--- src/rtl/mul_pkg.sv ---
// Shared types and constants for the iterative multiplier.
// Also holds the operand magnitude helper.
package mul_pkg;

    localparam int XLEN = 32;
    localparam int ITER = 32;

    typedef enum logic [1:0] {
        IDLE,
        BUSY,
        DONE
    } mul_state_e;

    typedef enum logic [2:0] {
        MUL    = 3'b000,
        MULH   = 3'b001,
        MULHSU = 3'b010,
        MULHU  = 3'b011
    } mul_op_e;

    // |v| when v is treated as signed; 0x80000000 maps onto itself.
    function automatic logic [XLEN-1:0] mag(
        input logic [XLEN-1:0] v,
        input logic            sgn
    );
        return (sgn && v[XLEN-1]) ? (~v + 1'b1) : v;
    endfunction

endpackage

--- src/rtl/iterative_mul_unit_if.sv ---
// Execute-stage request and result bundle.
// Master is the pipeline, slave is the multiplier.
interface iterative_mul_unit_if;
    import mul_pkg::*;

    logic            start;
    logic [2:0]      funct3;
    logic [XLEN-1:0] rs1_data;
    logic [XLEN-1:0] rs2_data;
    logic [4:0]      rd_in;
    logic            flush;
    logic            busy;
    logic            stall;
    logic            valid;
    logic [XLEN-1:0] result;
    logic [4:0]      rd_out;

    modport master (
        output start, funct3, rs1_data, rs2_data, rd_in, flush,
        input  busy, stall, valid, result, rd_out
    );

    modport slave (
        input  start, funct3, rs1_data, rs2_data, rd_in, flush,
        output busy, stall, valid, result, rd_out
    );

endinterface

--- src/rtl/mul_sign_fix.sv ---
// Applies the product sign and picks the RV32M result half.
// Pure combinational; shared with the divider sign path.
module mul_sign_fix
    import mul_pkg::*;
(
    input  logic [2*XLEN-1:0] prod,
    input  logic              neg,
    input  mul_op_e           op,
    output logic [XLEN-1:0]   result
);

    logic [2*XLEN-1:0] p;

    // Negate the magnitude product, then slice low or high word.
    always_comb begin
        p      = neg ? (~prod + 1'b1) : prod;
        result = (op == MUL) ? p[XLEN-1:0] : p[2*XLEN-1:XLEN];
    end

endmodule

--- src/rtl/iterative_mul_unit.sv ---
// Radix-2 shift-add multiplier for RV32M MUL/MULH/MULHSU/MULHU.
// Stalls the front end while iterating, then pulses valid once.
module iterative_mul_unit #(
    parameter int XLEN = 32,
    parameter int ITER = 32
) (
    input  logic                 clk,
    input  logic                 rst,
    iterative_mul_unit_if.slave  bus
);
    import mul_pkg::*;

    localparam int CW = $clog2(ITER);

    mul_state_e      state_q;
    mul_state_e      state_d;
    logic [XLEN-1:0] hi_q;
    logic [XLEN-1:0] lo_q;
    logic [XLEN-1:0] mcand_q;
    logic [XLEN-1:0] res_q;
    logic [CW-1:0]   cnt_q;
    logic            neg_q;
    mul_op_e         op_q;
    logic [4:0]      rd_pend_q;
    logic [4:0]      rd_q;

    logic            accept;
    logic            last;
    logic            s1;
    logic            s2;
    logic [XLEN:0]   sum;
    logic [XLEN-1:0] fixed;

    assign accept = (state_q == IDLE) && bus.start
                    && !bus.funct3[2] && !bus.flush;
    assign last   = (cnt_q == CW'(ITER - 1));

    assign s1  = (bus.funct3 == MULH) || (bus.funct3 == MULHSU);
    assign s2  = (bus.funct3 == MULH);
    assign sum = {1'b0, hi_q}
               + (lo_q[0] ? {1'b0, mcand_q} : '0);

    mul_sign_fix u_fix (
        .prod   ({hi_q, lo_q}),
        .neg    (neg_q),
        .op     (op_q),
        .result (fixed)
    );

    // While the result strobe is up, present the fresh product.
    assign bus.result = bus.valid ? fixed : res_q;
    assign bus.rd_out = bus.valid ? rd_pend_q : rd_q;

    // State register.
    always_ff @(posedge clk) begin
        if (!rst) begin
            state_q <= IDLE;
        end else begin
            state_q <= state_d;
        end
    end

    // Next state and handshake outputs.
    always_comb begin
        state_d   = state_q;
        bus.busy  = (state_q != IDLE);
        bus.stall = accept || (state_q == BUSY);
        bus.valid = (state_q == DONE) && !bus.flush;
        unique case (state_q)
            IDLE: begin
                if (accept) begin
                    state_d = BUSY;
                end
            end
            BUSY: begin
                if (bus.flush) begin
                    state_d = IDLE;
                end else if (last) begin
                    state_d = DONE;
                end
            end
            DONE: begin
                state_d = IDLE;
            end
            default: begin
                state_d = IDLE;
            end
        endcase
    end

    // Accumulator load, shift-add step and result capture.
    always_ff @(posedge clk) begin
        if (!rst) begin
            hi_q      <= '0;
            lo_q      <= '0;
            mcand_q   <= '0;
            cnt_q     <= '0;
            neg_q     <= 1'b0;
            op_q      <= MUL;
            rd_pend_q <= '0;
            rd_q      <= '0;
            res_q     <= '0;
        end else begin
            if (accept) begin
                hi_q      <= '0;
                lo_q      <= mag(bus.rs2_data, s2);
                mcand_q   <= mag(bus.rs1_data, s1);
                cnt_q     <= '0;
                neg_q     <= (s1 & bus.rs1_data[XLEN-1])
                           ^ (s2 & bus.rs2_data[XLEN-1]);
                op_q      <= mul_op_e'({1'b0, bus.funct3[1:0]});
                rd_pend_q <= bus.rd_in;
            end else if (state_q == BUSY && !bus.flush) begin
                hi_q  <= sum[XLEN:1];
                lo_q  <= {sum[0], lo_q[XLEN-1:1]};
                cnt_q <= cnt_q + CW'(1);
            end
            if (bus.valid) begin
                res_q <= fixed;
                rd_q  <= rd_pend_q;
            end
        end
    end

endmodule

--- src/flat_wrapper.sv ---
// flat-port wrapper written by rule: the top's interface ports become plain ports
module iterative_mul_unit_flat import mul_pkg::*;
#(
    parameter int XLEN = 32,
    parameter int ITER = 32
)
  (clk, rst, bus_start, bus_funct3, bus_rs1_data, bus_rs2_data, bus_rd_in, bus_flush, bus_busy, bus_stall, bus_valid, bus_result, bus_rd_out);
  iterative_mul_unit_if bus_i ();
  input  logic clk;
  input  logic rst;
  input wire logic [$bits(bus_i.start)-1:0] bus_start;
  input wire logic [$bits(bus_i.funct3)-1:0] bus_funct3;
  input wire logic [$bits(bus_i.rs1_data)-1:0] bus_rs1_data;
  input wire logic [$bits(bus_i.rs2_data)-1:0] bus_rs2_data;
  input wire logic [$bits(bus_i.rd_in)-1:0] bus_rd_in;
  input wire logic [$bits(bus_i.flush)-1:0] bus_flush;
  output wire logic [$bits(bus_i.busy)-1:0] bus_busy;
  output wire logic [$bits(bus_i.stall)-1:0] bus_stall;
  output wire logic [$bits(bus_i.valid)-1:0] bus_valid;
  output wire logic [$bits(bus_i.result)-1:0] bus_result;
  output wire logic [$bits(bus_i.rd_out)-1:0] bus_rd_out;
  assign bus_i.start = bus_start;
  assign bus_i.funct3 = bus_funct3;
  assign bus_i.rs1_data = bus_rs1_data;
  assign bus_i.rs2_data = bus_rs2_data;
  assign bus_i.rd_in = bus_rd_in;
  assign bus_i.flush = bus_flush;
  assign bus_busy = bus_i.busy;
  assign bus_stall = bus_i.stall;
  assign bus_valid = bus_i.valid;
  assign bus_result = bus_i.result;
  assign bus_rd_out = bus_i.rd_out;
  iterative_mul_unit #(.XLEN(XLEN), .ITER(ITER)) u_core (.clk(clk), .rst(rst), .bus(bus_i));
endmodule
--- config.mk ---
export PLATFORM = sky130hd
export DESIGN_NAME = iterative_mul_unit_flat
export DESIGN_NICKNAME = d
export VERILOG_FILES = /design/src/rtl/mul_pkg.sv /design/src/rtl/iterative_mul_unit_if.sv /design/src/rtl/mul_sign_fix.sv /design/src/rtl/iterative_mul_unit.sv /design/src/flat_wrapper.sv
export SDC_FILE = /design/constraint.sdc
export NUM_CORES = 1
export LEC_CHECK = 0
export BUFFER_PORTS_ARGS = -buffer_cell sky130_fd_sc_hd__buf_4
export CAP_MARGIN = 20
export CORE_MARGIN = 8
export CORE_UTILIZATION = 60
export DETAILED_ROUTE_END_ITERATION = 12
export GPL_ROUTABILITY_DRIVEN = 0
export PLACE_DENSITY_LB_ADDON = 0.15
export SYNTH_ARGS = -nofsm -noshare
export SYNTH_HDL_FRONTEND = slang
export SYNTH_HIERARCHICAL = 1
export SYNTH_SLANG_ARGS = --single-unit
export TNS_END_PERCENT = 20
--- constraint.sdc ---
create_clock -name clk -period 3.95 [get_ports clk]
set_input_delay 0.1975 -clock clk [delete_from_list [all_inputs] [get_ports clk]]
set_output_delay 0.1975 -clock clk [all_outputs]
set_load 0.01 [all_outputs]
==> flow_summary.ini, run 1 <==
[grt]
grt-ovfl-total = 0
grt_use_total_pct = 28.0
antenna_found_initial = 0
grt_first_pass_wirelength_mm = 50.7
grt_pass1_vias = 9816
grt_start_max_net_pins = 82

[pwr]
power.share.clock_pct = 42.9
power.internal_mw = 2.76
p_per_area_nw_per_um2 = 316
power_frac_comb_pct = 16.0
irDropWorstVdd_uv = 325
switching_power_mw = 1.11
switching_share_pct = 28.7
leakage_nw = 5.45
seqPwrFrac_pct = 41.1

[floorplanning]
die_x_um = 149
die_area_sq_um = 22200
coreArea_sq_um = 17300
ioPinCount = 116
row_count = 48
die-height_um = 149
start_util_pct = 61.5

[clocking]
clk_pin_slew_ns = 0.07
cts.htree.levels = 4
cts_buffers = 17
cts_buffer_depth = 2
cts_sinks = 148
hold_buffers = 0
cts_root_buffer = clkbuf_16
cts_tree = built
clock_latency_ns = 0.43

[yosys]
synth_compound_area_share_pct = 22.6
synth_cell_types = 72
synth_top_family_by_area = simple AND/OR/NAND/NOR gates
ys_warn_count = 6
async_flop_share_pct = 0
synth-main-ff-cell = dfxtp_1
mappedNetlistArea_sq_um = 10600
synthCells = 1359
synth_xor_xnor_area_share_pct = 11.1
synth-edff-count = 0
yosysSeqAreaShare_pct = 27.9
synthAdderAreaFrac_pct = 4.54
avgSynthCellArea_sq_um = 7.82
synth.mux.area_fraction_pct = 4.72
yosys_register_bits = 148
synthSimpleGateAreaFrac_pct = 25.6

[routing]
via_count = 10500
initialDrtViolationCount = 1215
drc = 0
postRouteWirelength_mm = 31.3
wl_per_cell_um = 18.8
ant_nets = 0
via_per_inst = 6.27
dr.pass1.iters = 6

[critical_path]
cp-end-kind = primary output
crit_type = register to primary output
crit_path_cell_trace = or4_1, or2_2, or3_1, o41ai_1, xor2_1, a21oi_1, mux2_2, buf_4
critPathBufInv = 1
startpoint_type = register
cp_slowest_cell = o41ai_1
cpPeakStageDelay_ns = 0.59
required_ns = 3.75
cp_top_family = simple AND/OR/NAND/NOR gates
crit_arrival_ns = 3.72
worst-path-max-fanout = 17

[sta]
fin_crit_sh_pct = 99.2
hold_violations = 0
fin_setup_tns_ns = 0
fmax_mhz = 255
worstMarginPinSlew_ns = 1.04
rsz0062_at_grt = yes
slew_violations = 0
setup-violations-final = 0
skew_ns = 0.00958
relSlewSlack_pct = 30.9
fin_ws_ns = 0.0299
period_needed_ns = 3.92
hold_ws_ns = 0.0311

[place]
portBuffers = 115
dpl-instance-area_sq_um = 11600
dp_hpwl_mm = 23.1
place_ws_ns = 0.452

[outcome]
status = completed

[layout]
design_area_sq_um = 12300
area_growth_pct = 15.3
drive_gt1_share_pct = 16.9
layout.nets = 1547
antenna_cells = 0

[min_path]
hold_path_class = input port to register

[run]
cap_viol_max_count = 0
Yosys cell counts (3+ instances only):
library cell / instances / area, sq um
xor2_1: 68 / 596
nor2b_1: 6 / 37.5
nand4b_1: 3 / 26.3
ha_1: 37 / 463
xnor2_1: 67 / 587
or3_2: 3 / 22.5
buf_2: 3 / 15.0
or4_1: 12 / 90.1
a211oi_1: 9 / 67.6
nor3_1: 29 / 145
or3_1: 19 / 119
inv_1: 17 / 63.8
a311o_1: 4 / 40.0
o31ai_1: 26 / 195
o21bai_1: 4 / 30.0
mux2_2: 37 / 417
o21a_1: 5 / 37.5
mux2i_1: 7 / 70.1
dfxtp_1: 148 / 2960
o221ai_1: 4 / 35.0
nand2_1: 205 / 769
o211a_1: 44 / 440
nand3_1: 48 / 240
nand4_1: 9 / 56.3
or2_2: 9 / 56.3
o21ai_1: 3 / 15.0
clkbuf_1: 68 / 255
or4_4: 4 / 45.0
a31oi_1: 8 / 50.1
nand2b_1: 8 / 50.1
o41ai_1: 19 / 166
o41ai_2: 5 / 81.3
nor4b_1: 4 / 35.0
or3_4: 3 / 33.8
a22oi_1: 3 / 22.5
buf_1: 7 / 26.3
nor2_1: 81 / 304
a21o_1: 15 / 113
o21ai_0: 74 / 370
and3_1: 8 / 50.1
a21boi_0: 13 / 97.6
a21oi_1: 86 / 430
o211ai_1: 7 / 52.6
nor4_1: 7 / 43.8
and2_1: 78 / 488
worst paths after layout:
| path | cells after the start | to | slack (ns) | start |
|---|---|---|---|---|
| hold reg to reg | 2 | u_core/mcand_q[29] | 0.45 | u_core/mcand_q[29] |
| hold / removal | 3 | u_core/rd_pend_q[0] | 0.03 | bus_rd_in[0] |
| setup / recovery | 8 | bus_result[12] | 0.03 | u_core/hi_q[1] |
| setup reg to reg | 8 | u_core/res_q[12] | 0.52 | u_core/hi_q[1] |
layout make-up:
class / instances / area [sq um]
tap: 225 / 282
timing repair buffer: 134 / 1010
sequential: 148 / 2960
multi-input combinational: 1115 / 7340
clock buffer: 20 / 457
inverter: 17 / 63.8
clock inverter: 12 / 145
fill: 1478 / 5040
worst register-to-register path: cells and delay by family, from the launching register on:
kind                      cells  cell delay, ns
AOI/OAI and AO/OA             2            0.69
and+or+nand+nor               4            1.72
muxes                         1            0.28
DFF                           1            0.40
xor gates and xnor gates      1            0.24
metrics by stage:
| step | total power [mW] | instances | util [%] |
|---|---|---|---|
| final | 3.87 | 1671 | 70.8 |
| after detailed placement | 2.22 | 1639 | 67.3 |
| after CTS | 3.86 | 1671 | 70.8 |
| after floorplan | 2.00 | 1360 | - |
| after global routing | 4.02 | 1671 | 70.8 |
| after global placement | 2.20 | 1639 | 67.3 |
kinds of logic (layout without fill, tap and decap cells):
family | Yosys count | in the layout
AOI/OAI and AO/OA | 347 | 347
muxes | 45 | 45
adders and majority gates | 38 | 38
xor gates and xnor gates | 135 | 135
other | 1 | 2
DFF | 148 | 148
buffers and inverters | 97 | 183
and+or+nand+nor | 548 | 548
power by group through the flow:
stage          Sequential, mW  Clock, mW  Combinational (mW)
5_1_grt                  1.59       1.75               0.673
3_5_place_dp             1.62          0               0.595
3_3_place_gp             1.62          0               0.582
4_1_cts                  1.59       1.68               0.602
2_1_floorplan            1.59          0               0.410
6_report                 1.59       1.66               0.619
flip-flops by register name, indices dropped and copies added, names as in the netlist:
signal and cells:
u_core/hi_q 32, u_core/neg_q 1, u_core/op_q 2, u_core/state_q 2, u_core/lo_q 32, u_core/rd_q 5
u_core/mcand_q 32, u_core/cnt_q 5, u_core/rd_pend_q 5, u_core/res_q 32
placed cells by master, fill, tap and decap left out, types with 6 or more instances in the layout:
cell type,instances
nor2b_1,6
nand2b_1,8
mux2i_1,7
ha_1,37
o31ai_1,26
nand2_1,205
mux2_2,37
xor2_1,68
or4_1,11
or2_2,9
o211a_1,44
nand4_1,9
nand3_1,47
inv_1,17
a31oi_1,8
a21o_1,15
dfxtp_1,147
nor2_1,80
buf_4,134
nor3_1,27
clkbuf_16,17
o41ai_1,19
and2_1,77
or3_1,18
a21oi_1,86
o211ai_1,7
nor4_1,7
a21boi_0,13
a211oi_1,9
xnor2_1,67
o21ai_0,74
and3_1,7
metal layers:
metal  vias up  global-route usage (%)  share of wire, %
met5         -                       0                 0
met4         0                    10.8               3.2
met3        60                    5.61               8.6
met2       497                    41.7                44
met1      4913                    39.0                44
li1       5012                       -                 -
repair_timing:
item | CTS | global route
buffers inserted | 0 | 0
setup endpoints to repair | 1 | 9
cloned | 0 | 0
gates resized for setup | 1 | 3
No activity file was read; power rests on OpenSTA's default activity.
==> run 2: changes to the inputs <==
==> constraint.sdc (replaced) <==
create_clock -name clk -period 3.95 [get_ports clk]
set_input_delay 0.1975 -clock clk [delete_from_list [all_inputs] [get_ports clk]]
set_output_delay 0.1975 -clock clk [all_outputs]
set_load 0.05 [all_outputs]
==> run 2 against run 1 <==
The flow now finishes with violations (design-rule violations); first-iteration DRC count decreased by 13%; combinational power increased by 2%; register-to-register slack improved by 0.19 ns; sequential power about the same; clock skew decreased by 0.0026 ns; wire length increased by 0.41%; via count increased by 0.41%; critical path type unchanged.
==> flow_summary.ini, run 2 (synthesized netlist as in run 1, its figures left out) <==
[outcome]
status = finished with violations
violations = design-rule violations

[layout]
drive_gt1_share_pct = 17.6
layout.nets = 1555
n_fill_cell = 1406
final_cell_mix = nand2_1, dfxtp_1, buf_4
antenna_cells = 0
design_area_sq_um = 12300
post-route-util_pct = 71.2
fin_cells = 1679
final_common_cell = nand2_1
area_growth_pct = 15.8

[pwr]
total_power_mw = 3.80
power_frac_comb_pct = 16.6
irDropWorstVdd_uv = 323
p_per_area_nw_per_um2 = 309
power.share.clock_pct = 41.6
switching_power_mw = 1.10
seqPwrFrac_pct = 41.8
power.internal_mw = 2.70
switching_share_pct = 28.8
leakage_nw = 5.49

[sta]
hold_ws_ns = 0.0275
relSlewSlack_pct = 33.9
setup-violations-final = 0
skew_ns = 0.00702
slew_violations = 0
fin_ws_ns = 0.165
worstMarginPinSlew_ns = 0.991
hold_violations = 0
fin_setup_tns_ns = 0
fin_crit_sh_pct = 95.8
rsz0062_at_grt = no
period_needed_ns = 3.79
fmax_mhz = 264

[grt]
grt_first_pass_wirelength_mm = 50.6
antenna_found_initial = 0
grt_pass1_vias = 9863
grt-ovfl-total = 0
grt_start_max_net_pins = 73
grt_use_total_pct = 28.2

[routing]
wl_per_cell_um = 18.7
ant_nets = 0
drc = 1
initialDrtViolationCount = 1057
via_per_inst = 6.27
via_count = 10500
postRouteWirelength_mm = 31.5
dr.pass1.iters = 9

[floorplanning]
coreArea_sq_um = 17300
die-height_um = 149
die_x_um = 149
ioPinCount = 116
row_count = 48
die_area_sq_um = 22200
start_util_pct = 61.5

[clocking]
cts.htree.levels = 4
clk_pin_slew_ns = 0.06
clock_latency_ns = 0.43
cts_sinks = 148
cts_tree = built
cts_buffers = 17
cts_buffer_depth = 2
hold_buffers = 0
cts_setup_buffers = 0
cts_root_buffer = clkbuf_16

[place]
portBuffers = 115
dp_hpwl_mm = 23.1
dpl-instance-area_sq_um = 11700
dp.cells = 1647
place_ws_ns = 0.430

[critical_path]
r2r_slack_ns = 0.71
crit_type = register to primary output
cp-end-kind = primary output
startpoint_type = register
crit_arrival_ns = 3.59
required_ns = 3.75
worst-path-max-fanout = 11

[min_path]
hold_path_class = input port to register

[run]
cap_viol_max_count = 0
[run 2: changes by cell type in the layout (fill, tap and decap cells not counted), sizes merged]
cell,delta
bufinv,-1
buf,+8
clkinv,+5
clkinvlp,-2
clkbuf,+1
inv,-3
[run 2: cell type report]
class / count / area [sq um] / area share, %
inverters: 17 / 63.8 / 0.518
well taps: 225 / 282 / 2.29
repair buffers: 142 / 1070 / 8.66
clock buffers: 21 / 470 / 3.82
multi-input cells: 1115 / 7370 / 59.8
clock inverters: 11 / 100 / 0.813
flip-flops and latches: 148 / 2960 / 24.1
[run 2: repair_timing]
action                     in CTS  in global routing
gates cloned                    0                  0
setup endpoints to repair       2                 12
gates resized for setup         1                  8
[run 2: layer usage]
metal  vias up  wire length, um  track usage [%]
li1       5027                -                -
met1      4917            14000             38.9
met2       518            13600             42.1
met3        63             2830             5.22
met4         0             1050             12.0
met5         -                0                0
[run 2: final timing paths]
path | from | to | cells past startpoint
worst min-delay path | bus_rd_in[0] | u_core/rd_pend_q[0] | 3
worst max register to register | u_core/hi_q[7] | u_core/res_q[24] | 8
worst min register to register | u_core/mcand_q[27] | u_core/mcand_q[27] | 2
worst max-delay path | u_core/hi_q[7] | bus_result[24] | 8
[run 2: power by group through the flow]
stage / sequential [mW] / combinational [mW] / clock (mW)
after floorplan: 1.59 / 0.413 / 0
after global placement: 1.62 / 0.591 / 0
after detailed placement: 1.62 / 0.599 / 0
after CTS: 1.59 / 0.605 / 1.59
after global routing: 1.59 / 0.684 / 1.66
final: 1.59 / 0.632 / 1.58
[run 2: critical path, stage by stage (launching register included)]
cell and delay [ns]:
dfxtp_1 0.39, or4_4 0.55, or4b_4 0.59, or2_1 0.43, o41ai_2 0.41, xor2_1 0.22, o21ai_1 0.09, mux2_2 0.28
buf_4 0.19
